==> src/rtl/dsss_qpsk_mod.sv <==
// Byte-in, {Q,I}-out direct-sequence spread-spectrum modulator (QPSK/BPSK) with short-code spreading,
// optional upsampling (hold or zero-stuff), a one-word holding buffer and a backpressure-aware output register.
module dsss_qpsk_mod #(
   parameter int                SIZE_INPUT_BIT   = 8,
   parameter int                SIZE_OUTPUT_BIT  = 32,
   parameter int                SPREAD           = 24,
   parameter logic [SPREAD-1:0] PN_CODE          = 24'hAC7259,
   parameter int                SAMPLES_PER_CHIP = 1,
   parameter int                ZERO_STUFF       = 0,
   parameter int                AMPLITUDE        = 8192
) (
   input  logic                         i_clk,
   input  logic                         i_reset,
   input  logic [SIZE_INPUT_BIT-1:0]    i_data,
   input  logic                         i_valid_input,
   input  logic                         i_mode,
   output logic                         o_ready,
   output logic [2*SIZE_OUTPUT_BIT-1:0] o_data,
   output logic                         o_valid_output,
   input  logic                         i_ready_output,
   output logic                         o_last,
   output logic                         o_busy
);

   localparam int W      = SIZE_INPUT_BIT;
   localparam int OW     = SIZE_OUTPUT_BIT;
   localparam int SYM_W  = $clog2(W);
   localparam int CHIP_W = (SPREAD > 1) ? $clog2(SPREAD) : 1;
   localparam int SAMP_W = (SAMPLES_PER_CHIP > 1) ? $clog2(SAMPLES_PER_CHIP) : 1;

   localparam logic [SYM_W-1:0]  SYM_LAST_QPSK = SYM_W'(W / 2 - 1);
   localparam logic [SYM_W-1:0]  SYM_LAST_BPSK = SYM_W'(W - 1);
   localparam logic [CHIP_W-1:0] CHIP_LAST     = CHIP_W'(SPREAD - 1);
   localparam logic [SAMP_W-1:0] SAMP_LAST     = SAMP_W'(SAMPLES_PER_CHIP - 1);
   localparam logic [OW-1:0]     POS_LEVEL     = OW'(AMPLITUDE);
   localparam logic [OW-1:0]     NEG_LEVEL     = OW'(-AMPLITUDE);

   logic [W-1:0]      hold_word;
   logic              hold_mode;
   logic              hold_full;
   logic [W-1:0]      work_word;
   logic              work_mode;
   logic              work_full;
   logic [SYM_W-1:0]  sym_cnt;
   logic [CHIP_W-1:0] chip_cnt;
   logic [SAMP_W-1:0] samp_cnt;
   logic [SPREAD-1:0] pn_sr;
   logic              ready_q;

   logic              accept;
   logic              load_out;
   logic              samp_end;
   logic              chip_end;
   logic              sym_end;
   logic              word_end;
   logic              word_done;
   logic              into_work;
   logic              into_hold;
   logic              hold_full_next;
   logic              chip_i;
   logic              chip_q;
   logic              stuffed;
   logic [OW-1:0]     sample_i;
   logic [OW-1:0]     sample_q;

   // ready is a registered copy of "holding will be empty", masked while reset is asserted
   assign o_ready = ready_q && !i_reset;
   assign o_busy  = work_full || hold_full || o_valid_output;

   always_comb begin
      accept         = i_valid_input && o_ready;
      load_out       = work_full && (!o_valid_output || i_ready_output);
      samp_end       = (samp_cnt == SAMP_LAST);
      chip_end       = (chip_cnt == CHIP_LAST);
      sym_end        = (sym_cnt == (work_mode ? SYM_LAST_BPSK : SYM_LAST_QPSK));
      word_end       = samp_end && chip_end && sym_end;
      word_done      = load_out && word_end;
      into_work      = accept && (!work_full || word_done);
      into_hold      = accept && !into_work;
      hold_full_next = into_hold || (hold_full && !word_done);
      chip_i         = work_word[W-1] ^ pn_sr[SPREAD-1];
      chip_q         = work_word[W-2] ^ pn_sr[SPREAD-1];
      stuffed        = (ZERO_STUFF != 0) && (samp_cnt != '0);
      sample_i       = stuffed ? '0 : (chip_i ? NEG_LEVEL : POS_LEVEL);
      sample_q       = (stuffed || work_mode) ? '0 : (chip_q ? NEG_LEVEL : POS_LEVEL);
   end

   always_ff @(posedge i_clk) begin
      if (i_reset) begin
         ready_q   <= 1'b1;
         hold_word <= '0;
         hold_mode <= 1'b0;
         hold_full <= 1'b0;
      end else begin
         ready_q   <= !hold_full_next;
         hold_full <= hold_full_next;
         if (into_hold) begin
            hold_word <= i_data;
            hold_mode <= i_mode;
         end
      end
   end

   // Working word: counters nest sample -> chip -> symbol; a finished word is replaced in the same edge
   always_ff @(posedge i_clk) begin
      if (i_reset) begin
         work_word <= '0;
         work_mode <= 1'b0;
         work_full <= 1'b0;
         sym_cnt   <= '0;
         chip_cnt  <= '0;
         samp_cnt  <= '0;
         pn_sr     <= PN_CODE;
      end else if (word_done || !work_full) begin
         sym_cnt  <= '0;
         chip_cnt <= '0;
         samp_cnt <= '0;
         pn_sr    <= PN_CODE;
         if (hold_full) begin
            work_word <= hold_word;
            work_mode <= hold_mode;
            work_full <= 1'b1;
         end else if (into_work) begin
            work_word <= i_data;
            work_mode <= i_mode;
            work_full <= 1'b1;
         end else begin
            work_full <= 1'b0;
         end
      end else if (load_out) begin
         if (samp_end) begin
            samp_cnt <= '0;
            if (chip_end) begin
               chip_cnt  <= '0;
               pn_sr     <= PN_CODE;
               sym_cnt   <= sym_cnt + 1'b1;
               work_word <= work_mode ? (work_word << 1) : (work_word << 2);
            end else begin
               chip_cnt <= chip_cnt + 1'b1;
               pn_sr    <= pn_sr << 1;
            end
         end else begin
            samp_cnt <= samp_cnt + 1'b1;
         end
      end
   end

   always_ff @(posedge i_clk) begin
      if (i_reset) begin
         o_data         <= '0;
         o_valid_output <= 1'b0;
         o_last         <= 1'b0;
      end else if (load_out) begin
         o_data         <= {sample_q, sample_i};
         o_valid_output <= 1'b1;
         o_last         <= word_end;
      end else if (i_ready_output) begin
         o_valid_output <= 1'b0;
         o_last         <= 1'b0;
      end
   end

endmodule

==> config.mk <==
export PLATFORM = sky130hd
export DESIGN_NAME = dsss_qpsk_mod
export DESIGN_NICKNAME = d
export VERILOG_FILES = /design/src/rtl/dsss_qpsk_mod.sv
export SDC_FILE = /design/constraint.sdc
export NUM_CORES = 1
export LEC_CHECK = 0
export CORE_MARGIN = 10
export CORE_UTILIZATION = 52
export CTS_CLUSTER_DIAMETER = 120
export DETAILED_ROUTE_END_ITERATION = 6
export PLACE_DENSITY = 0.92
export SYNTH_ARGS = -nofsm -noshare
export SYNTH_HDL_FRONTEND = slang
export SYNTH_SLANG_ARGS = --single-unit
==> constraint.sdc <==
create_clock -name i_clk -period 3.2 [get_ports i_clk]
set_input_delay 0.32 -clock i_clk [delete_from_list [all_inputs] [get_ports i_clk]]
set_output_delay 0.32 -clock i_clk [all_outputs]
set_load 0.01 [all_outputs]
==> out/qor.yml, run 1 <==
gr-total-overflow: 0
wire_per_inst_um: 15.38
dr.first_iter.drc_count: 166
num_rows: 27
cts_setup_buffers: 0
worstMarginPinSlew_ns: 0.8867
power_frac_seq_pct: 45.0
num_antenna_cells: 0
crit_start: "chip_cnt[0]"
crit_path_end_kind: "flop"
fin_setup_tns_ns: 0
cpPeakStageDelay_ns: 0.62
regArea_mm2: 0.001181
cts_sinks: 59
synth_top_area_share_pct: 39.85
port_buffers: 54
cp.arrival_ns: 2.33
die_y_um: 95.50
dieArea_mm2: 0.009120
ys_types: 49
gp_congestion: 0.8215
worstHoldStart: "o_data[13]"
start_util_pct: 53.83
internal_power_mw: 1.263
synth.avg_cell_area_um2: 8.848
cts_resized: 0
synth_cells: 335
yosys_warnings: 0
nets: 366
outcome: "complete, no violations"
syn_to_final_growth_pct: 13.97
slew_violations: 0
cts.clk_slew.worst_paths_ns: 0.07
pwr-share-clk_pct: 38.5
synth_seq_cells: 59
grt_pass1_vias: 2150
slowest_stage: "nor4_2"
dominantRegCellSynth: "dfxtp_1"
grt_first_pass_wirelength_um: 10330
fp.dieW_um: 95.50
setup_violations: 0
p_sw_mw: 0.4964
io_pins: 81
fillerInstances: 428
reg2reg_from: "chip_cnt[0]"
multiInputGateArea_mm2: 0.001325
finClkSkew_ns: 0.007398
crit_type: "flop to flop"
cap_violations: 0
crit_required_ns: 3.45
viasPerCell: 5.404
ir_drop_mv: 0.2587
final_area_mm2: 0.003378
coreArea_mm2: 0.005507
hold_buffers: 0
post-route-util_pct: 61.35
combPwrFrac_pct: 16.5
leakage_nw: 1.251
worstPathMaxFanout: 4
worstSkewPairLatency_ns: 0.34
drc: 0
clockBufferDepth: 2
antenna_found_initial: 0
report.final.hold_viol_count: 0
dp_hpwl_um: 4623
numCtsBuffers: 9
vias: 2313
synth_seq_area_share_pct: 39.85
critPathLaunchType: "flop"
hold_path_class: "flop to flop"
fmax_ghz: 0.4799
grt.total_usage_pct: 14.22
fin_crit_sh_pct: 65.12
root_buffer: "clkbuf_8"
rsz0062_at_grt: "false"
cts.htree.levels: 3
p_per_area_mw_per_mm2: 520.7
antenna_left: 0
synth-edff-count: 0
synth_top_cell_by_area: "dfxtp_1"
slew_headroom_pct: 40.57
final_cells: 428
grt_max_degree: 34
post_dp_cell_area_mm2: 0.003178
synth_top_cells_by_area: "dfxtp_1 (40%), buf_4 (15%), mux2i_1 (6.4%), nor2_1 (4.3%), a22oi_1 (3.3%)"
swShare_pct: 28.22
min_period_ns: 2.084
async_flop_share_pct: 0
syn_area_mm2: 0.002964
first_pass_iters: 4
routed_wl_um: 6583
dp_cells: 412
crit_chain: "ha_1, nand4b_1, nor4_2, o221ai_1, a311oi_1"
layout-drive-gt1-share_pct: 7.584
cts_tree: "done"
-- sequential cells by signal (all words and copies together) (netlist names) --
signal and cells:
work_word 8, o_data 4, o_valid_output 1, sym_cnt 3
o_last 1, ready_q 1, pn_sr 24, work_mode 1
hold_full 1, hold_word 8, work_full 1, chip_cnt 5
hold_mode 1
-- worst max-delay path, delay by kind of cell (launching register included) --
family                   cells  cell delay (ns)
adder cells (fa/ha/maj)      1             0.22
flip-flops                   1             0.37
AND/OR/NAND/NOR              2             0.84
AO/OA/AOI/OAI                2             0.56
-- synthesized netlist by cell type, types with 3 or more instances --
cell / n
and2_1: 7
buf_4: 61
mux2i_1: 19
a22oi_1: 13
dfxtp_1: 59
nor2b_1: 5
inv_1: 4
o22ai_1: 12
buf_2: 6
nor2_1: 34
nand4_1: 3
clkbuf_1: 9
a31oi_1: 5
a21oi_1: 8
nand2_1: 21
xor2_1: 4
a211o_1: 5
nor3_1: 15
nand3_1: 7
xnor2_1: 3
-- worst paths after layout --
kind | end | slack [ns] | cells after the start
max | work_word[1] | 1.12 | 5
max reg2reg | work_word[1] | 1.12 | 5
min | o_data[13] | 0.48 | 2
min reg2reg | o_data[13] | 0.48 | 2
-- kinds of logic (layout without fill, tap and decap cells) --
logic type               count (synthesis)  count (layout)  synth area share (%)
AO/OA/AOI/OAI                           61              61                 14.86
XOR/XNOR                                 7               7                 2.068
adder cells (fa/ha/maj)                  2               2                0.8441
buffers and inverters                   82              78                 18.62
flip-flops                              59              59                 39.85
multiplexers                            19              19                 6.416
other                                    1              26                0.1265
AND/OR/NAND/NOR                        104             104                 17.22
-- layer usage --
| layer | GRT usage [%] | up-vias | wire length (um) |
|---|---|---|---|
| li1 | - | 1119 | - |
| met1 | 16.12 | 1100 | 2621 |
| met2 | 24.09 | 87 | 3186 |
| met4 | 5.897 | 0 | 110 |
| met5 | 0 | - | 0 |
| met3 | 4.635 | 7 | 665 |
-- power by group through the flow --
stage | logic [mW] | clock network, mW | registers [mW]
6_report | 0.290 | 0.677 | 0.792
5_1_grt | 0.314 | 0.722 | 0.798
4_1_cts | 0.290 | 0.687 | 0.792
3_5_place_dp | 0.288 | 0 | 0.809
3_3_place_gp | 0.284 | 0 | 0.806
2_1_floorplan | 0.237 | 0 | 0.797
-- layout make-up --
type | count | area share (%)
multi-input combinational | 219 | 39.22
sequential | 59 | 34.96
timing repair buffer | 57 | 16.67
clock buffer | 9 | 3.667
tap | 72 | 2.667
clock inverter | 7 | 2.259
inverter | 5 | 0.5556
-- per-stage QoR --
step	worst slack (ns)	hold slack (ns)	power, mW
after CTS	1.166	0.4831	1.769
after global routing	0.9155	0.5049	1.833
after detailed placement	1.030	0.4656	1.097
after floorplan	1.562	0.4267	1.034
final	1.116	0.4792	1.759
after global placement	1.004	0.4489	1.091
-- cell usage in the layout, fill, tap and decap left out, drive strengths merged, types with 2 or more instances in the layout --
cell type / count
xor2: 4
xnor2: 3
a2111o: 2
ha: 2
o21ai: 4
inv: 7
clkdlybuf4s50: 54
nor4: 2
clkinv: 2
nor3: 16
buf: 3
conb: 26
a211oi: 2
nand3: 8
mux2i: 19
a22oi: 13
clkinvlp: 2
a41oi: 2
a211o: 5
and2: 7
nor2: 35
a21oi: 9
o22ai: 12
nand4: 3
nand2: 21
clkbuf: 9
a31oi: 5
dfxtp: 59
nor2b: 5
nand4b: 2
Power figures use the tool's default switching activity.
==> inputs of run 2 (changes only) <==
- CORE_UTILIZATION: 52 -> 48
- PLACE_DENSITY: 0.92 -> 0.87
- clock period: 3.2 -> 2 ns (I/O delays scaled with it)
==> out/qor.yml, run 2 (synthesized netlist as in run 1, its figures left out) <==
leakage_nw: 1.342
multiInputGateArea_mm2: 0.001345
fin_crit_sh_pct: 94.39
gr-total-overflow: 0
grt_pass1_vias: 2251
routed_wl_um: 6781
p_sw_mw: 0.7452
ir_drop_mv: 0.4640
worstMarginPinSlew_ns: 0.5367
wire_per_inst_um: 15.27
report.final.hold_viol_count: 0
worstPathMaxFanout: 9
vias: 2365
grt_first_pass_wirelength_um: 11190
gp_congestion: 0.8557
fillerInstances: 510
largest_register: "pn_sr"
cts_setup_buffers: 0
crit_type: "flop to flop"
final_common_cell: "dfxtp_1"
layout-drive-gt1-share_pct: 11.38
slew_headroom_pct: 64.17
regArea_mm2: 0.001182
start_util_pct: 49.77
post_dp_cell_area_mm2: 0.003312
grt_max_degree: 34
cp.depth: 5
swShare_pct: 27.11
hold_path_class: "flop to flop"
crit_path_end_kind: "flop"
dp_hpwl_um: 4768
largest_reg_flops: 24
root_buffer: "clkbuf_8"
coreArea_mm2: 0.005956
fmax_ghz: 0.5297
numCtsBuffers: 9
min_period_ns: 1.888
finClkSkew_ns: 0.004383
cts_tree: "done"
setup_violations: 0
first_pass_iters: 4
die_y_um: 98.58
combPwrFrac_pct: 18.6
dr.first_iter.drc_count: 147
critPathTopFamily: "compound AO/OA/AOI/OAI gates"
fp.dieW_um: 98.58
final_area_mm2: 0.003515
crit_end: "work_word[0]"
antenna_found_initial: 0
crit_required_ns: 2.27
dieArea_mm2: 0.009718
internal_power_mw: 2.004
cpPeakStageDelay_ns: 0.39
rr_endpoint: "work_word[0]"
worstSkewPairLatency_ns: 0.34
mostFrequentLayoutCells: "dfxtp_1 (58), clkdlybuf4s50_1 (53), nor2_1 (34)"
critPathBufInv: 0
cts.htree.levels: 3
power_frac_seq_pct: 45.8
slew_violations: 0
num_rows: 28
ff2ff_setup_slack_ns: 0.11
viasPerCell: 5.327
io_pins: 81
port_buffers: 54
drc: 0
nets: 380
reg2reg_from: "chip_cnt[0]"
critPathLaunchType: "flop"
cts_sinks: 59
top_regs: "pn_sr (24), hold_word (8), work_word (8)"
crit_start: "chip_cnt[0]"
p_per_area_mw_per_mm2: 782.2
grt.total_usage_pct: 13.76
reg2regPathDepth: 5
hold_buffers: 0
antenna_left: 0
cts_resized: 0
cp.arrival_ns: 2.16
slowest_stage: "and4b_2"
outcome: "complete, no violations"
syn_to_final_growth_pct: 18.57
cap_violations: 0
clockBufferDepth: 2
num_antenna_cells: 0
pwr-share-clk_pct: 35.7
crit_chain: "ha_1, and4b_2, a41oi_2, a2111o_1, a21oi_1"
post-route-util_pct: 59.01
cts.clk_slew.worst_paths_ns: 0.06
[run 2: power groups by stage]
stage | Sequential [mW] | Combinational [mW] | Clock, mW
after floorplan | 1.28 | 0.378 | 0
after global placement | 1.28 | 0.495 | 0
after detailed placement | 1.28 | 0.504 | 0
after CTS | 1.26 | 0.508 | 1.01
after global routing | 1.26 | 0.555 | 1.05
final | 1.26 | 0.511 | 0.980
[run 2: cell type report]
| class | count | area share (%) |
|---|---|---|
| multi-input cells | 219 | 38.27 |
| inverters | 5 | 0.5340 |
| repair buffers | 71 | 19.79 |
| clock buffers | 13 | 4.806 |
| clock inverters | 2 | 0.2848 |
| well taps | 75 | 2.670 |
| flip-flops and latches | 59 | 33.64 |
[run 2: metal layers]
layer  track usage, %  up-vias  share of wire (%)
met1            15.47     1111                 42
met5                0        -                  0
li1                 -     1148                  -
met3            8.380       13                 11
met4            6.064        0                2.0
met2            20.42       93                 46
[run 2: worst register-to-register path: cells and delay by family, from the launching register on]
family,cells,cell delay (ns)
AND/OR/NAND/NOR,1,0.39
AO/OA/AOI/OAI,3,0.82
flip-flops,1,0.37
adder cells (fa/ha/maj),1,0.23
[run 2: worst min-delay path by stage]
stage	from	to	slack, ns	cells after the start
after floorplan	i_reset	pn_sr[3]	0.31	2
after global placement	pn_sr[18]	pn_sr[19]	0.45	2
after detailed placement	sym_cnt[1]	sym_cnt[1]	0.45	2
after CTS	sym_cnt[1]	sym_cnt[1]	0.46	2
after global routing	pn_sr[17]	pn_sr[18]	0.50	2
final	sym_cnt[1]	sym_cnt[1]	0.46	2
[run 2: through the flow]
stage          hold WS (ns)  cells  power, mW   TNS (ns)  setup WS (ns)
6_report             0.4597    444      2.749          0         0.1122
5_1_grt              0.4976    444      2.873  -0.002613      -0.002613
4_1_cts              0.4615    444      2.774          0      0.0006993
3_5_place_dp         0.4536    429      1.787          0        0.05448
3_3_place_gp         0.4484    429      1.775          0         0.1017
2_1_floorplan        0.3067    360      1.654          0         0.3617
